$ cat src/rtl/mix_pkg.sv
// mix_pkg: shared state encoding, sample-half width and saturation limits for the mixer
package mix_pkg;
    typedef logic [2:0] state_t;
    localparam state_t S_IDLE  = 3'd0;
    localparam state_t S_HDR   = 3'd1;
    localparam state_t S_FETCH = 3'd2;
    localparam state_t S_SCALE = 3'd3;
    localparam state_t S_SUM   = 3'd4;
    localparam state_t S_OUT   = 3'd5;
    localparam int HALF_W  = 16;
    localparam int SAT_MAX = 32767;
    localparam int SAT_MIN = -32768;
endpackage

$ cat src/rtl/mix_if.sv
// mix_if: SDRAM read port and stereo output stream of the mixer
interface mix_if
    import mix_pkg::*;
#(
    parameter int ADDR_W = 23
) ();
    logic                o_rd;
    logic [ADDR_W-1:0]   o_addr;
    logic [2*HALF_W-1:0] i_rdata;
    logic                i_rd_done;
    logic                o_valid;
    logic [2*HALF_W-1:0] o_data;
    logic                i_ready;
    modport master (output o_rd, o_addr, o_valid, o_data, input i_rdata, i_rd_done, i_ready);
    modport slave  (input o_rd, o_addr, o_valid, o_data, output i_rdata, i_rd_done, i_ready);
endinterface

$ cat src/rtl/mix_sat_scale.sv
// mix_sat_scale: gain-scales one 16-bit half into a running sum and saturates the sum back to 16 bits
module mix_sat_scale
    import mix_pkg::*;
#(
    parameter int GAIN_W = 8,
    parameter int SUM_W  = 26
) (
    input  logic signed [HALF_W-1:0] sample,
    input  logic        [GAIN_W-1:0] gain,
    input  logic signed [SUM_W-1:0]  acc,
    output logic signed [SUM_W-1:0]  acc_next,
    output logic signed [HALF_W-1:0] sat,
    output logic                     clip
);
    localparam int PW = HALF_W + GAIN_W + 1;
    logic signed [PW-1:0] prod;
    logic hi, lo;
    assign prod     = PW'(sample) * PW'($signed({1'b0, gain}));
    assign acc_next = acc + SUM_W'(prod >>> (GAIN_W - 1));
    assign hi       = acc > SUM_W'(SAT_MAX);
    assign lo       = acc < SUM_W'(SAT_MIN);
    assign clip     = hi | lo;
    assign sat      = hi ? HALF_W'(SAT_MAX) : lo ? HALF_W'(SAT_MIN) : acc[HALF_W-1:0];
endmodule

$ cat src/rtl/mix_engine.sv
// mix_engine: multi-channel SDRAM sample mixer with per-channel gain and zero-order-hold output
module mix_engine
    import mix_pkg::*;
#(
    parameter int N_CH   = 4,
    parameter int ADDR_W = 23,
    parameter int GAIN_W = 8,
    parameter int REPEAT = 2
) (
    input  logic                   i_clk,
    input  logic                   i_rst,
    input  logic [N_CH-1:0]        i_start,
    input  logic [N_CH*ADDR_W-1:0] i_base,
    input  logic [N_CH*GAIN_W-1:0] i_gain,
    input  logic [N_CH-1:0]        i_loop,
    input  logic                   i_stop,
    output logic [N_CH-1:0]        o_active,
    output logic                   o_done,
    output logic                   o_clip,
    mix_if.master                  bus
);
    localparam int IW    = $clog2(N_CH);
    localparam int SUM_W = HALF_W + GAIN_W + $clog2(N_CH);
    localparam logic [IW-1:0] LAST = IW'(N_CH - 1);

    logic [N_CH-1:0][ADDR_W-1:0]   base_a, ptr, lim;
    logic [N_CH-1:0][GAIN_W-1:0]   gain_a;
    logic [N_CH-1:0][2*HALF_W-1:0] samp;
    logic [N_CH-1:0] pend, pend_n, active, act_hdr, fin, clr;
    state_t state;
    logic [IW-1:0] idx, low;
    logic rd, valid, hdr_take, fetch_adv, clip_l, clip_r;
    logic [ADDR_W-1:0] addr, nxt, len;
    logic [2*HALF_W-1:0] data;
    logic [2:0] beats;
    logic signed [SUM_W-1:0] acc_l, acc_r, acc_l_n, acc_r_n;
    logic signed [HALF_W-1:0] sat_l, sat_r;

    assign base_a        = i_base;
    assign gain_a        = i_gain;
    assign len           = bus.i_rdata[ADDR_W-1:0];
    assign nxt           = addr + ADDR_W'(1);
    assign hdr_take      = state == S_HDR && rd && bus.i_rd_done;
    assign fetch_adv     = state == S_FETCH && (rd ? bus.i_rd_done : !(active[idx] && ptr[idx] != lim[idx]));
    assign o_active      = active;
    assign bus.o_rd      = rd;
    assign bus.o_addr    = addr;
    assign bus.o_valid   = valid;
    assign bus.o_data    = data;

    mix_sat_scale #(.GAIN_W(GAIN_W), .SUM_W(SUM_W)) u_left (
        .sample(samp[idx][2*HALF_W-1:HALF_W]), .gain(gain_a[idx]), .acc(acc_l),
        .acc_next(acc_l_n), .sat(sat_l), .clip(clip_l)
    );
    mix_sat_scale #(.GAIN_W(GAIN_W), .SUM_W(SUM_W)) u_right (
        .sample(samp[idx][HALF_W-1:0]), .gain(gain_a[idx]), .acc(acc_r),
        .acc_next(acc_r_n), .sat(sat_r), .clip(clip_r)
    );

    // Pending mask with the landing header retired, its lowest set channel, and the active mask after that header
    always_comb begin
        clr = '0;
        clr[idx] = hdr_take;
        pend_n = (pend & ~clr) | i_start;
        act_hdr = active;
        act_hdr[idx] = |len;
        low = '0;
        for (int i = N_CH - 1; i >= 0; i--) low = pend_n[i] ? IW'(i) : low;
    end

    // Channel bookkeeping, SDRAM read sequencing, accumulation and output framing; stop overrides everything
    always_ff @(posedge i_clk or posedge i_rst) begin
        if (i_rst) begin
            state <= S_IDLE; pend <= '0; active <= '0; fin <= '0; ptr <= '0; lim <= '0; samp <= '0;
            idx <= '0; rd <= 1'b0; addr <= '0; valid <= 1'b0; data <= '0; beats <= '0;
            acc_l <= '0; acc_r <= '0; o_done <= 1'b0; o_clip <= 1'b0;
        end else begin
            o_done <= 1'b0;
            o_clip <= 1'b0;
            pend <= pend_n;
            if (i_stop) begin
                state <= S_IDLE; pend <= '0; active <= '0; fin <= '0;
                rd <= 1'b0; valid <= 1'b0; o_done <= 1'b1;
            end else begin
                case (state)
                    S_IDLE: if (|pend_n) begin
                        state <= S_HDR;
                        idx <= low;
                    end
                    S_HDR: if (!rd) begin
                        rd <= 1'b1;
                        addr <= base_a[idx];
                    end else if (bus.i_rd_done) begin
                        rd <= 1'b0;
                        ptr[idx] <= nxt;
                        lim[idx] <= nxt + len;
                        active[idx] <= |len;
                        fin[idx] <= 1'b0;
                        idx <= |pend_n ? low : '0;
                        state <= |pend_n ? S_HDR : |act_hdr ? S_FETCH : S_IDLE;
                    end
                    S_FETCH: begin
                        if (!rd && active[idx] && ptr[idx] != lim[idx]) begin
                            rd <= 1'b1;
                            addr <= ptr[idx];
                        end
                        if (fetch_adv) begin
                            rd <= 1'b0;
                            samp[idx] <= rd ? bus.i_rdata : '0;
                            if (rd) ptr[idx] <= (nxt == lim[idx] && i_loop[idx]) ? base_a[idx] + ADDR_W'(1) : nxt;
                            if (rd && nxt == lim[idx] && !i_loop[idx]) fin[idx] <= 1'b1;
                            idx <= idx == LAST ? '0 : idx + IW'(1);
                            if (idx == LAST) begin
                                state <= S_SCALE;
                                acc_l <= '0;
                                acc_r <= '0;
                            end
                        end
                    end
                    S_SCALE: begin
                        acc_l <= acc_l_n;
                        acc_r <= acc_r_n;
                        idx <= idx == LAST ? '0 : idx + IW'(1);
                        if (idx == LAST) state <= S_SUM;
                    end
                    S_SUM: begin
                        data <= {sat_l, sat_r};
                        o_clip <= clip_l | clip_r;
                        valid <= 1'b1;
                        beats <= '0;
                        state <= S_OUT;
                    end
                    S_OUT: if (bus.i_ready) begin
                        beats <= beats + 3'd1;
                        if (beats == 3'(REPEAT - 1)) begin
                            valid <= 1'b0;
                            active <= active & ~fin;
                            fin <= '0;
                            idx <= |pend_n ? low : '0;
                            state <= |pend_n ? S_HDR : |(active & ~fin) ? S_FETCH : S_IDLE;
                            o_done <= !(|pend_n) && !(|(active & ~fin));
                        end
                    end
                    default: state <= S_IDLE;
                endcase
            end
        end
    end
endmodule

$ cat src/flat_wrapper.sv
// flat-port wrapper written by rule: the top's interface ports become plain ports
module mix_engine_flat import mix_pkg::*;
#(
    parameter int N_CH   = 4,
    parameter int ADDR_W = 23,
    parameter int GAIN_W = 8,
    parameter int REPEAT = 2
)
  (i_clk, i_rst, i_start, i_base, i_gain, i_loop, i_stop, o_active, o_done, o_clip, bus_o_rd, bus_o_addr, bus_o_valid, bus_o_data, bus_i_rdata, bus_i_rd_done, bus_i_ready);
  mix_if #(.ADDR_W(ADDR_W)) bus_i ();
  input  logic i_clk;
  input  logic i_rst;
  input  logic [N_CH-1:0] i_start;
  input  logic [N_CH*ADDR_W-1:0] i_base;
  input  logic [N_CH*GAIN_W-1:0] i_gain;
  input  logic [N_CH-1:0] i_loop;
  input  logic i_stop;
  output logic [N_CH-1:0] o_active;
  output logic o_done;
  output logic o_clip;
  output wire logic [$bits(bus_i.o_rd)-1:0] bus_o_rd;
  output wire logic [$bits(bus_i.o_addr)-1:0] bus_o_addr;
  output wire logic [$bits(bus_i.o_valid)-1:0] bus_o_valid;
  output wire logic [$bits(bus_i.o_data)-1:0] bus_o_data;
  input wire logic [$bits(bus_i.i_rdata)-1:0] bus_i_rdata;
  input wire logic [$bits(bus_i.i_rd_done)-1:0] bus_i_rd_done;
  input wire logic [$bits(bus_i.i_ready)-1:0] bus_i_ready;
  assign bus_o_rd = bus_i.o_rd;
  assign bus_o_addr = bus_i.o_addr;
  assign bus_o_valid = bus_i.o_valid;
  assign bus_o_data = bus_i.o_data;
  assign bus_i.i_rdata = bus_i_rdata;
  assign bus_i.i_rd_done = bus_i_rd_done;
  assign bus_i.i_ready = bus_i_ready;
  mix_engine #(.N_CH(N_CH), .ADDR_W(ADDR_W), .GAIN_W(GAIN_W), .REPEAT(REPEAT)) u_core (.i_clk(i_clk), .i_rst(i_rst), .i_start(i_start), .i_base(i_base), .i_gain(i_gain), .i_loop(i_loop), .i_stop(i_stop), .o_active(o_active), .o_done(o_done), .o_clip(o_clip), .bus(bus_i));
endmodule
$ cat config.mk
export PLATFORM = sky130hd
export DESIGN_NAME = mix_engine_flat
export DESIGN_NICKNAME = d
export VERILOG_FILES = /design/src/rtl/mix_pkg.sv /design/src/rtl/mix_if.sv /design/src/rtl/mix_sat_scale.sv /design/src/rtl/mix_engine.sv /design/src/flat_wrapper.sv
export SDC_FILE = /design/constraint.sdc
export NUM_CORES = 2
export LEC_CHECK = 0
export ABC_CLOCK_PERIOD_IN_PS = 13310
export CORE_MARGIN = 4
export CORE_UTILIZATION = 35
export DETAILED_ROUTE_END_ITERATION = 10
export GPL_TIMING_DRIVEN = 0
export PLACE_DENSITY = 0.6
export SYNTH_ARGS = -nofsm -noshare
export SYNTH_HDL_FRONTEND = slang
export SYNTH_SLANG_ARGS = --single-unit
$ cat constraint.sdc
create_clock -name i_clk -period 13.31 [get_ports i_clk]
set_input_delay 1.331 -clock i_clk [delete_from_list [all_inputs] [get_ports i_clk]]
set_output_delay 1.331 -clock i_clk [all_outputs]
set_load 0.03 [all_outputs]
==> reports/results.ini <==
[clocking]
h-tree-depth = 2
cts_root_buffer = clkbuf_16
post_cts_buffers = 0
ctsHoldBuffers = 0
cts_resized = 0
clk_latency_ns = 0.64
cts_buffer_depth = 3
cts.sinks = 443
cts_tree = done
numCtsBuffers = 53
clkTransAtPathRegs_ns = 0.06

[routing]
drtPass1Iterations = 5
drt_iter0_markers = 1931
routed_via_density = 5.26
drt-total-wl_mm = 105
ant_nets = 0
via_count = 26400
route.detailed.drc = 0
routedWlPerCell_um = 20.9

[floorplan]
start_util = 0.353
die_x_um = 317
core_area_um2 = 95000
core.rowCount = 113
dieArea_um2 = 101000
io_pins = 232
die_height_um = 317

[logic_synthesis]
synth_top_area_frac = 0.331
synthArstFlopShare = 1.00
yosys_register_bits = 443
synthTopCellsByCount = nand2_1, dfrtp_1, inv_1, o21ai_0, nor2_1
syn_area_um2 = 33500
synth_cells = 3416
synth_area_leaders = dfrtp_1, fa_1, ha_1
synthFlopType = dfrtp_1
syn-num-nets = 3962
synth_top_area_cell = dfrtp_1
yosys_warnings = 0
seq_area_frac_synth = 0.331
synth_area_per_cell_um2 = 9.81
synth.most_common_cell = nand2_1
synth_cell_type_count = 77
synth_enable_flop_cells = 0

[placed_design]
dp_hpwl_mm = 83.1
gp_congestion = 0.937
place_ws_ns = 0.803
portBuffers = 230

[global_routing]
grt_max_degree = 43
grt_pass1_wl_mm = 162
grt_remaining_overflow = 0
antenna_found_initial = 1
grt_pass1_vias = 27100
gr-usage-all-layers = 0.205

[timing]
rsz0062_at_grt = no
maxSlewViolCount = 0
finalSetupViolCount = 0
finalSetupTns_ns = 0
tightest_slew_ns = 1.07
fin_crit_ns = 12.41
timing.fmax_mhz = 80.6
slew_headroom = 0.284
fin_ws_ns = 0.903
skew_ns = 0.0408
hold_viol = 0
fin_crit_sh = 0.932

[outcome]
status = finished, final reports clean

[finish]
layout-drive-gt1-share = 0.117
layout.nets = 4259
syn2layout_area_growth_pct = 17.7
nFillCells = 9422

[critical_path]
end_kind = flip-flop
crit_required_ns = 13.79
crit_top_cell = buf_2
slowest_stage = xor2_1
cp_max_fo = 10
crit_type = flip-flop to flip-flop
startpoint_type = flip-flop
arrival_ns = 12.89
crit_path_max_incr_delay_ns = 0.62

[worst_hold_path]
hp-class = flip-flop to flip-flop

[job]
maxCapViolations = 0

## metal layers
metal	vias up	GRT usage	wire length, µm
met2	770	0.352	51000
met4	0	0.0487	2560
met5	-	0	0
li1	12200	-	-
met1	13300	0.272	44800
met3	145	0.0339	6580
## sequential cells by signal, summed over array words and instances (netlist names), 2 cells and up
signal and cells:
u_core.samp 128, u_core.lim 92, u_core.ptr 92, u_core.bus.o_data 32
u_core.acc_l 26, u_core.acc_r 26, u_core.bus.o_addr 23, u_core.fin 4
u_core.o_active 4, u_core.pend 4, u_core.beats 3, u_core.state 3
u_core.idx 2
## per-stage QoR
stage | cells | hold WS, ns | area (µm²) | util
global route | 5021 | 0.498 | 39500 | 0.415
detailed placement | 4923 | 0.464 | 37600 | 0.396
global placement | 4911 | 0.455 | 37400 | 0.394
CTS | 5021 | 0.479 | 39500 | 0.415
floorplan | 3416 | 0.441 | 33500 | -
finish | 5022 | 0.474 | 39500 | 0.415
## kinds of logic (layout without fill, tap and decap cells)
| kind of cell | after synthesis | after routing | share of synthesized area |
|---|---|---|---|
| flops | 443 | 443 | 0.331 |
| compound gates | 624 | 624 | 0.109 |
| fa+ha+maj | 377 | 377 | 0.187 |
| xor+xnor | 186 | 186 | 0.0492 |
| simple gates | 980 | 980 | 0.129 |
| buf+inv | 480 | 820 | 0.0578 |
| mux | 326 | 326 | 0.138 |
| other cells | 0 | 1 | 0 |
## final timing paths
path | startpoint | depth (start not counted) | slack [ns] | end
hold / removal | u_core.samp[34]$_DFFE_PP0P_ | 2 | 0.47 | u_core.samp[34]$_DFFE_PP0P_
setup reg to reg | u_core.idx[1]$_DFFE_PP0P_ | 36 | 0.90 | u_core.acc_r[24]$_DFFE_PP0P_
setup / recovery | u_core.idx[1]$_DFFE_PP0P_ | 36 | 0.90 | u_core.acc_r[24]$_DFFE_PP0P_
min in group asynchronous | i_rst | 2 | 1.04 | u_core.lim[7]$_DFFE_PP0P_
max in group asynchronous | i_rst | 6 | 10.84 | u_core.bus.o_data[21]$_DFFE_PP0P_
hold reg to reg | u_core.samp[34]$_DFFE_PP0P_ | 2 | 0.47 | u_core.samp[34]$_DFFE_PP0P_
## worst max-delay path: cells and delay by family (launching register included)
| family | cells | cell delay (ns) |
|---|---|---|
| xor+xnor | 2 | 0.79 |
| compound gates | 12 | 3.74 |
| flops | 1 | 0.46 |
| simple gates | 5 | 0.74 |
| mux | 1 | 0.35 |
| fa+ha+maj | 6 | 2.75 |
| buf+inv | 10 | 3.41 |
## placed cells by master, fill, tap and decap left out, types with 88 or more instances in the layout
cell	instances
mux2_2	180
clkdlybuf4s50_1	230
inv_1	318
clkbuf_1	115
ha_1	172
nor2_1	208
dfrtp_1	443
fa_1	205
o21ai_0	294
nand2_1	510
a21oi_1	133
xnor2_1	119
mux4_2	88
## cell type report
class                   instances  area, µm²  share of cell area
diodes                          1       2.50           0.0000634
well taps                    1265       1580              0.0401
inverters                     319       1200              0.0304
clock inverters                25        290             0.00736
clock buffers                  73       1520              0.0386
repair buffers                242       2540              0.0644
flip-flops and latches        443      11100               0.281
multi-input cells            2493      20500               0.519
plain buffers                 161        739              0.0187
Power is left out: the tool's default activity adds up to more than one toggle a clock period on the data nets, which glitch-free logic cannot reach.
